**src/rtl/pipe_stage_reg_if.sv**
```systemverilog
// Valid/ready stream interface carrying one WIDTH-bit pipeline payload.
// The master drives valid/data and the slave drives ready.
interface pipe_stage_reg_if #(
    parameter int WIDTH = 32
);
    logic             valid;
    logic             ready;
    logic [WIDTH-1:0] data;

    modport master (output valid, output data, input  ready);
    modport slave  (input  valid, input  data, output ready);
endinterface

```
**src/rtl/pipe_stage_reg.sv**
```systemverilog
// Generic pipeline stage register with a valid/ready handshake, a two-entry
// skid buffer for stall back-pressure, and a flush that injects a bubble.
// Optional stall-cycle counter: define PIPE_STAGE_STALL_CNT_EN to build it;
// otherwise o_stall_cnt is tied to zero.
//
//  state    | meaning
//  ---------+---------------------------------------------
//  ST_EMPTY | main register invalid, nothing held
//  ST_ONE   | main register valid, skid register empty
//  ST_FULL  | main and skid both valid, upstream stalled
module pipe_stage_reg #(
    parameter int               WIDTH       = 32,
    parameter logic [WIDTH-1:0] RESET_VALUE = '0,
    parameter int               CNT_WIDTH   = 16
) (
    input  logic                 i_clk,
    input  logic                 i_reset,
    input  logic                 i_flush,
    pipe_stage_reg_if.slave      s_in,
    pipe_stage_reg_if.master     m_out,
    output logic [CNT_WIDTH-1:0] o_stall_cnt
);

    typedef enum logic [1:0] {
        ST_EMPTY = 2'd0,
        ST_ONE   = 2'd1,
        ST_FULL  = 2'd2
    } state_t;

    state_t           r_state;
    state_t           w_state_nxt;
    logic [WIDTH-1:0] r_main;
    logic [WIDTH-1:0] r_skid;

    logic w_in_ready;
    logic w_out_valid;
    logic w_in_fire;
    logic w_out_fire;
    logic w_load_main_in;
    logic w_load_main_skid;
    logic w_load_skid;

    // in_ready depends only on skid occupancy and reset, never on out_ready,
    // so no combinational path runs from downstream ready to upstream ready.
    assign w_in_ready  = (r_state != ST_FULL) & ~i_reset;
    assign w_out_valid = (r_state != ST_EMPTY);
    assign w_in_fire   = s_in.valid & w_in_ready;
    assign w_out_fire  = w_out_valid & m_out.ready;

    assign s_in.ready  = w_in_ready;
    assign m_out.valid = w_out_valid;
    assign m_out.data  = r_main;

    // Next-state and register-load decode for the handshake FSM.
    always_comb begin
        w_state_nxt      = r_state;
        w_load_main_in   = 1'b0;
        w_load_main_skid = 1'b0;
        w_load_skid      = 1'b0;
        case (r_state)
            ST_EMPTY: begin
                if (w_in_fire) begin
                    w_load_main_in = 1'b1;
                    w_state_nxt    = ST_ONE;
                end
            end
            ST_ONE: begin
                if (w_in_fire && w_out_fire) begin
                    w_load_main_in = 1'b1;
                end else if (w_in_fire) begin
                    w_load_skid = 1'b1;
                    w_state_nxt = ST_FULL;
                end else if (w_out_fire) begin
                    w_state_nxt = ST_EMPTY;
                end
            end
            ST_FULL: begin
                if (w_out_fire) begin
                    w_load_main_skid = 1'b1;
                    w_state_nxt      = ST_ONE;
                end
            end
            default: begin
                w_state_nxt = ST_EMPTY;
            end
        endcase
    end

    // State and payload registers; reset wins over flush, flush over handshake.
    always_ff @(posedge i_clk) begin
        if (i_reset || i_flush) begin
            r_state <= ST_EMPTY;
            r_main  <= RESET_VALUE;
            r_skid  <= RESET_VALUE;
        end else begin
            r_state <= w_state_nxt;
            if (w_load_main_in) begin
                r_main <= s_in.data;
            end else if (w_load_main_skid) begin
                r_main <= r_skid;
            end
            if (w_load_skid) begin
                r_skid <= s_in.data;
            end
        end
    end

`ifdef PIPE_STAGE_STALL_CNT_EN
    logic [CNT_WIDTH-1:0] r_stall_cnt;

    // Saturating count of cycles where a live payload waits on downstream;
    // only reset clears it so stalls across a squash are still accounted.
    always_ff @(posedge i_clk) begin
        if (i_reset) begin
            r_stall_cnt <= '0;
        end else if (w_out_valid && !m_out.ready && (r_stall_cnt != '1)) begin
            r_stall_cnt <= r_stall_cnt + CNT_WIDTH'(1);
        end
    end

    assign o_stall_cnt = r_stall_cnt;
`else
    assign o_stall_cnt = '0;
`endif

endmodule
```
**src/flat_wrapper.sv**
```systemverilog
// flat-port wrapper written by rule: the top's interface ports become plain ports
module pipe_stage_reg_flat 
#(
    parameter int               WIDTH       = 32,
    parameter logic [WIDTH-1:0] RESET_VALUE = '0,
    parameter int               CNT_WIDTH   = 16
)
  (i_clk, i_reset, i_flush, o_stall_cnt, s_in_valid, s_in_data, s_in_ready, m_out_valid, m_out_data, m_out_ready);
  pipe_stage_reg_if #(.WIDTH(WIDTH)) s_in_i ();
  pipe_stage_reg_if #(.WIDTH(WIDTH)) m_out_i ();
  input  logic i_clk;
  input  logic i_reset;
  input  logic i_flush;
  output logic [CNT_WIDTH-1:0] o_stall_cnt;
  input wire logic [$bits(s_in_i.valid)-1:0] s_in_valid;
  input wire logic [$bits(s_in_i.data)-1:0] s_in_data;
  output wire logic [$bits(s_in_i.ready)-1:0] s_in_ready;
  output wire logic [$bits(m_out_i.valid)-1:0] m_out_valid;
  output wire logic [$bits(m_out_i.data)-1:0] m_out_data;
  input wire logic [$bits(m_out_i.ready)-1:0] m_out_ready;
  assign s_in_i.valid = s_in_valid;
  assign s_in_i.data = s_in_data;
  assign s_in_ready = s_in_i.ready;
  assign m_out_valid = m_out_i.valid;
  assign m_out_data = m_out_i.data;
  assign m_out_i.ready = m_out_ready;
  pipe_stage_reg #(.WIDTH(WIDTH), .RESET_VALUE(RESET_VALUE), .CNT_WIDTH(CNT_WIDTH)) u_core (.i_clk(i_clk), .i_reset(i_reset), .i_flush(i_flush), .s_in(s_in_i), .m_out(m_out_i), .o_stall_cnt(o_stall_cnt));
endmodule
```
**config.mk**
```make
export PLATFORM = sky130hd
export DESIGN_NAME = pipe_stage_reg_flat
export DESIGN_NICKNAME = d
export VERILOG_FILES = /design/src/rtl/pipe_stage_reg_if.sv /design/src/rtl/pipe_stage_reg.sv /design/src/flat_wrapper.sv
export SDC_FILE = /design/constraint.sdc
export NUM_CORES = 1
export LEC_CHECK = 0
export ABC_AREA = 1
export CAP_MARGIN = 15
export CORE_UTILIZATION = 40
export CTS_CLUSTER_DIAMETER = 60
export DETAILED_ROUTE_END_ITERATION = 8
export PLACE_DENSITY = 0.67
export SYNTH_ARGS = -nofsm -noshare
export SYNTH_HDL_FRONTEND = slang
export SYNTH_SLANG_ARGS = --single-unit
```
**constraint.sdc**
```tcl
create_clock -name i_clk -period 1.4 [get_ports i_clk]
set_input_delay 0.35 -clock i_clk [delete_from_list [all_inputs] [get_ports i_clk]]
set_output_delay 0.35 -clock i_clk [all_outputs]
set_load 0.05 [all_outputs]
```
==> qor.yml <==
sta:
  fin_skew_ns: 0.00633
  fmax_mhz: 707
  drv_slew: 0
  fin_ws_ns: -0.0154
  min_period_ns: 1.42
  finalCritPeriodShare_pct: 101
  holdWs_ns: 0.466
  rsz0062_at_grt: "yes"
  final_hold_viol_count: 0
  setup_viol: 3
grt:
  grt_use_total_pct: 21.0
  antenna_found_initial: 0
  grt_overflow: 0
  first_global_vias: 3042
  grt_max_degree: 27
  grt_pass1_wl_um: 13900
die:
  die_w_um: 91.5
  die_area_um2: 8380
  core_area_um2: 7730
  die_y_um: 91.5
  start_util_pct: 41.5
  io_pins: 87
  std_cell_rows: 32
route:
  drt-total-wl_um: 8600
  detail-route-antenna-nets: 0
  first_iter_violations: 142
  wl_per_cell_um: 13.2
  first_pass_iters: 4
  drc_errors: 0
  vias: 3231
  via_per_inst: 4.96
finish:
  syn_to_final_growth_pct: 54.7
  diodes: 0
  fin_nets: 582
  final_cell_area_um2: 4960
  final_layout_size_suffix_gt1_share_pct: 31.6
critical_path:
  slowest_delay_ns: 0.35
  cp_max_fo: 8
  critPathRequiredTime_ns: 1.64
  critPathBufInv: 3
  critPathCaptureType: "register"
  worstPathCellList: "inv_4 -> nand2_4 -> buf_6 -> nand3_4 -> nor2_4 -> clkbuf_16 -> nand2_2 -> nand2_2 -> a21oi_1"
  cp_slowest_cell: "dfxtp_2"
  critical_path_class: "reg2reg"
  critical-path-top-delay-family: "simple AND/OR/NAND/NOR gates"
  crit_path_frequent_cell: "nand2_2"
  worstSetupStartpointType: "register"
  reg2reg_slack_ns: -0.02
  cp.arrival_ns: 1.65
synthesis:
  synth_top_area_cell: "dfxtp_1"
  synthTopCellsByArea: "dfxtp_1, nand2_1, a21oi_1, buf_4, inv_1"
  ys_seq_area_share_pct: 41.2
  synthesis.area_um2: 3210
  syn_inst: 459
  synth_edf_count: 0
  yosysMostFrequentCell: "nand2_1"
  syn_avg_cell_area_um2: 6.99
  yosysWarningCount: 0
  synth_ff_type: "dfxtp_1"
  synth_commonest_cells: "nand2_1, dfxtp_1, a21oi_1"
  synth_seq_cells: 66
  synth_cell_types: 25
  yosysTopAreaCellShare_pct: 41.2
  synthArstFlopShare_pct: 0
placed_design:
  hpwl_um: 5840
  place_area_um2: 4460
  io_buffer_count: 70
  gp_congestion: 0.792
  pre_cts_ws_ns: -0.412
cts:
  clock-sinks: 66
  insertion_delay_ns: 0.34
  h-tree-depth: 3
  cts_buffers: 9
  cts_buffer_depth: 2
  clk_pin_slew_ns: 0.07
  root_buffer: "clkbuf_8"
  cts_tree: "yes"
min_path:
  hold_path.class: "reg2reg"
pwr:
  peakVddDrop_mv: 0.525
  power_leakage_nw: 1.92
  cellPowerDensity_nw_per_um2: 883
run_status:
  violations: "setup timing"
  outcome: "finished with violations"
flow_run:
  drv_cap: 0
power breakdown:
part           internal, mW  switching [mW]
sequential             1.91          0.0357
clock                 0.920           0.692
combinational         0.351           0.474
total                  3.18            1.20
worst register-to-register path: stages (launching register included):
cell,delay [ns]
dfxtp_2,0.35
inv_4,0.05
nand2_4,0.07
buf_6,0.12
nand3_4,0.08
nor2_4,0.25
clkbuf_16,0.21
nand2_2,0.05
nand2_2,0.07
a21oi_1,0.06
sequential cells by signal, summed over array words and instances, names as in the netlist:
name,cells
u_core.m_out.data,32
u_core.r_skid,32
u_core.r_state,2
routing by layer:
| layer | global-route usage (%) | vias to the layer above | part of all wire [%] |
|---|---|---|---|
| met2 | 35.4 | 91 | 51 |
| met5 | 0 | - | 0 |
| li1 | - | 1595 | - |
| met1 | 24.7 | 1521 | 42 |
| met3 | 3.43 | 24 | 4.1 |
| met4 | 13.1 | 0 | 3.4 |
cells by family after synthesis:
logic type,Yosys count,synth area share (%)
AND/OR/NAND/NOR,205,28.3
AO/OA/AOI/OAI,99,16.9
buffers and inverters,88,13.4
flip-flops,66,41.2
other,1,0.117
worst paths after layout:
kind	startpoint	cells after the start	endpoint
setup / recovery	u_core.r_state[0]$_SDFFE_PP0P_	9	u_core.m_out.data[6]$_SDFFE_PP0P_
hold / removal	u_core.r_skid[25]$_SDFFE_PP0P_	2	u_core.r_skid[25]$_SDFFE_PP0P_
setup reg to reg	u_core.r_state[0]$_SDFFE_PP0P_	9	u_core.m_out.data[6]$_SDFFE_PP0P_
hold reg to reg	u_core.r_skid[25]$_SDFFE_PP0P_	2	u_core.r_skid[25]$_SDFFE_PP0P_
per-stage QoR:
stage | std cells | total power, mW | utilization (%) | setup TNS [ns]
after floorplan | 474 | 2.42 | - | 0
after global placement | 629 | 2.74 | 57.7 | -22.57
after detailed placement | 629 | 2.75 | 57.7 | -24.07
after CTS | 648 | 4.36 | 61.3 | -0.0732
after global routing | 652 | 4.54 | 64.2 | -2.37
final | 652 | 4.38 | 64.2 | -0.0166
layout by cell type, fill, tap and decap left out, types with 11 or more instances in the layout:
cell type,netlist,layout
buf_12,0,41
conb_1,1,16
clkdlybuf4s50_1,0,33
nand2_1,162,131
o21ai_2,0,12
o21ai_0,25,11
clkbuf_8,0,11
buf_4,22,20
dfxtp_1,66,64
nand2_2,1,29
a21oi_1,56,45
inv_1,36,34
a21oi_2,9,20
nand3_1,22,22
repair_timing:
action,CTS,global route
pin swaps,9,25
endpoints found under the setup margin,50,67
setup buffers,3,3
hold buffers,0,0
resized for setup,27,64
cloned,0,1
layout make-up:
cell class | count | area (um^2)
Fill cell | 669 | 2770
Sequential cell | 66 | 1320
Inverter | 41 | 161
Clock inverter | 2 | 35.0
Clock buffer | 14 | 163
Timing Repair Buffer | 107 | 1460
Multi-Input combinational cell | 320 | 1690
Tap cell | 102 | 128
(Power assumes the default switching activity.)
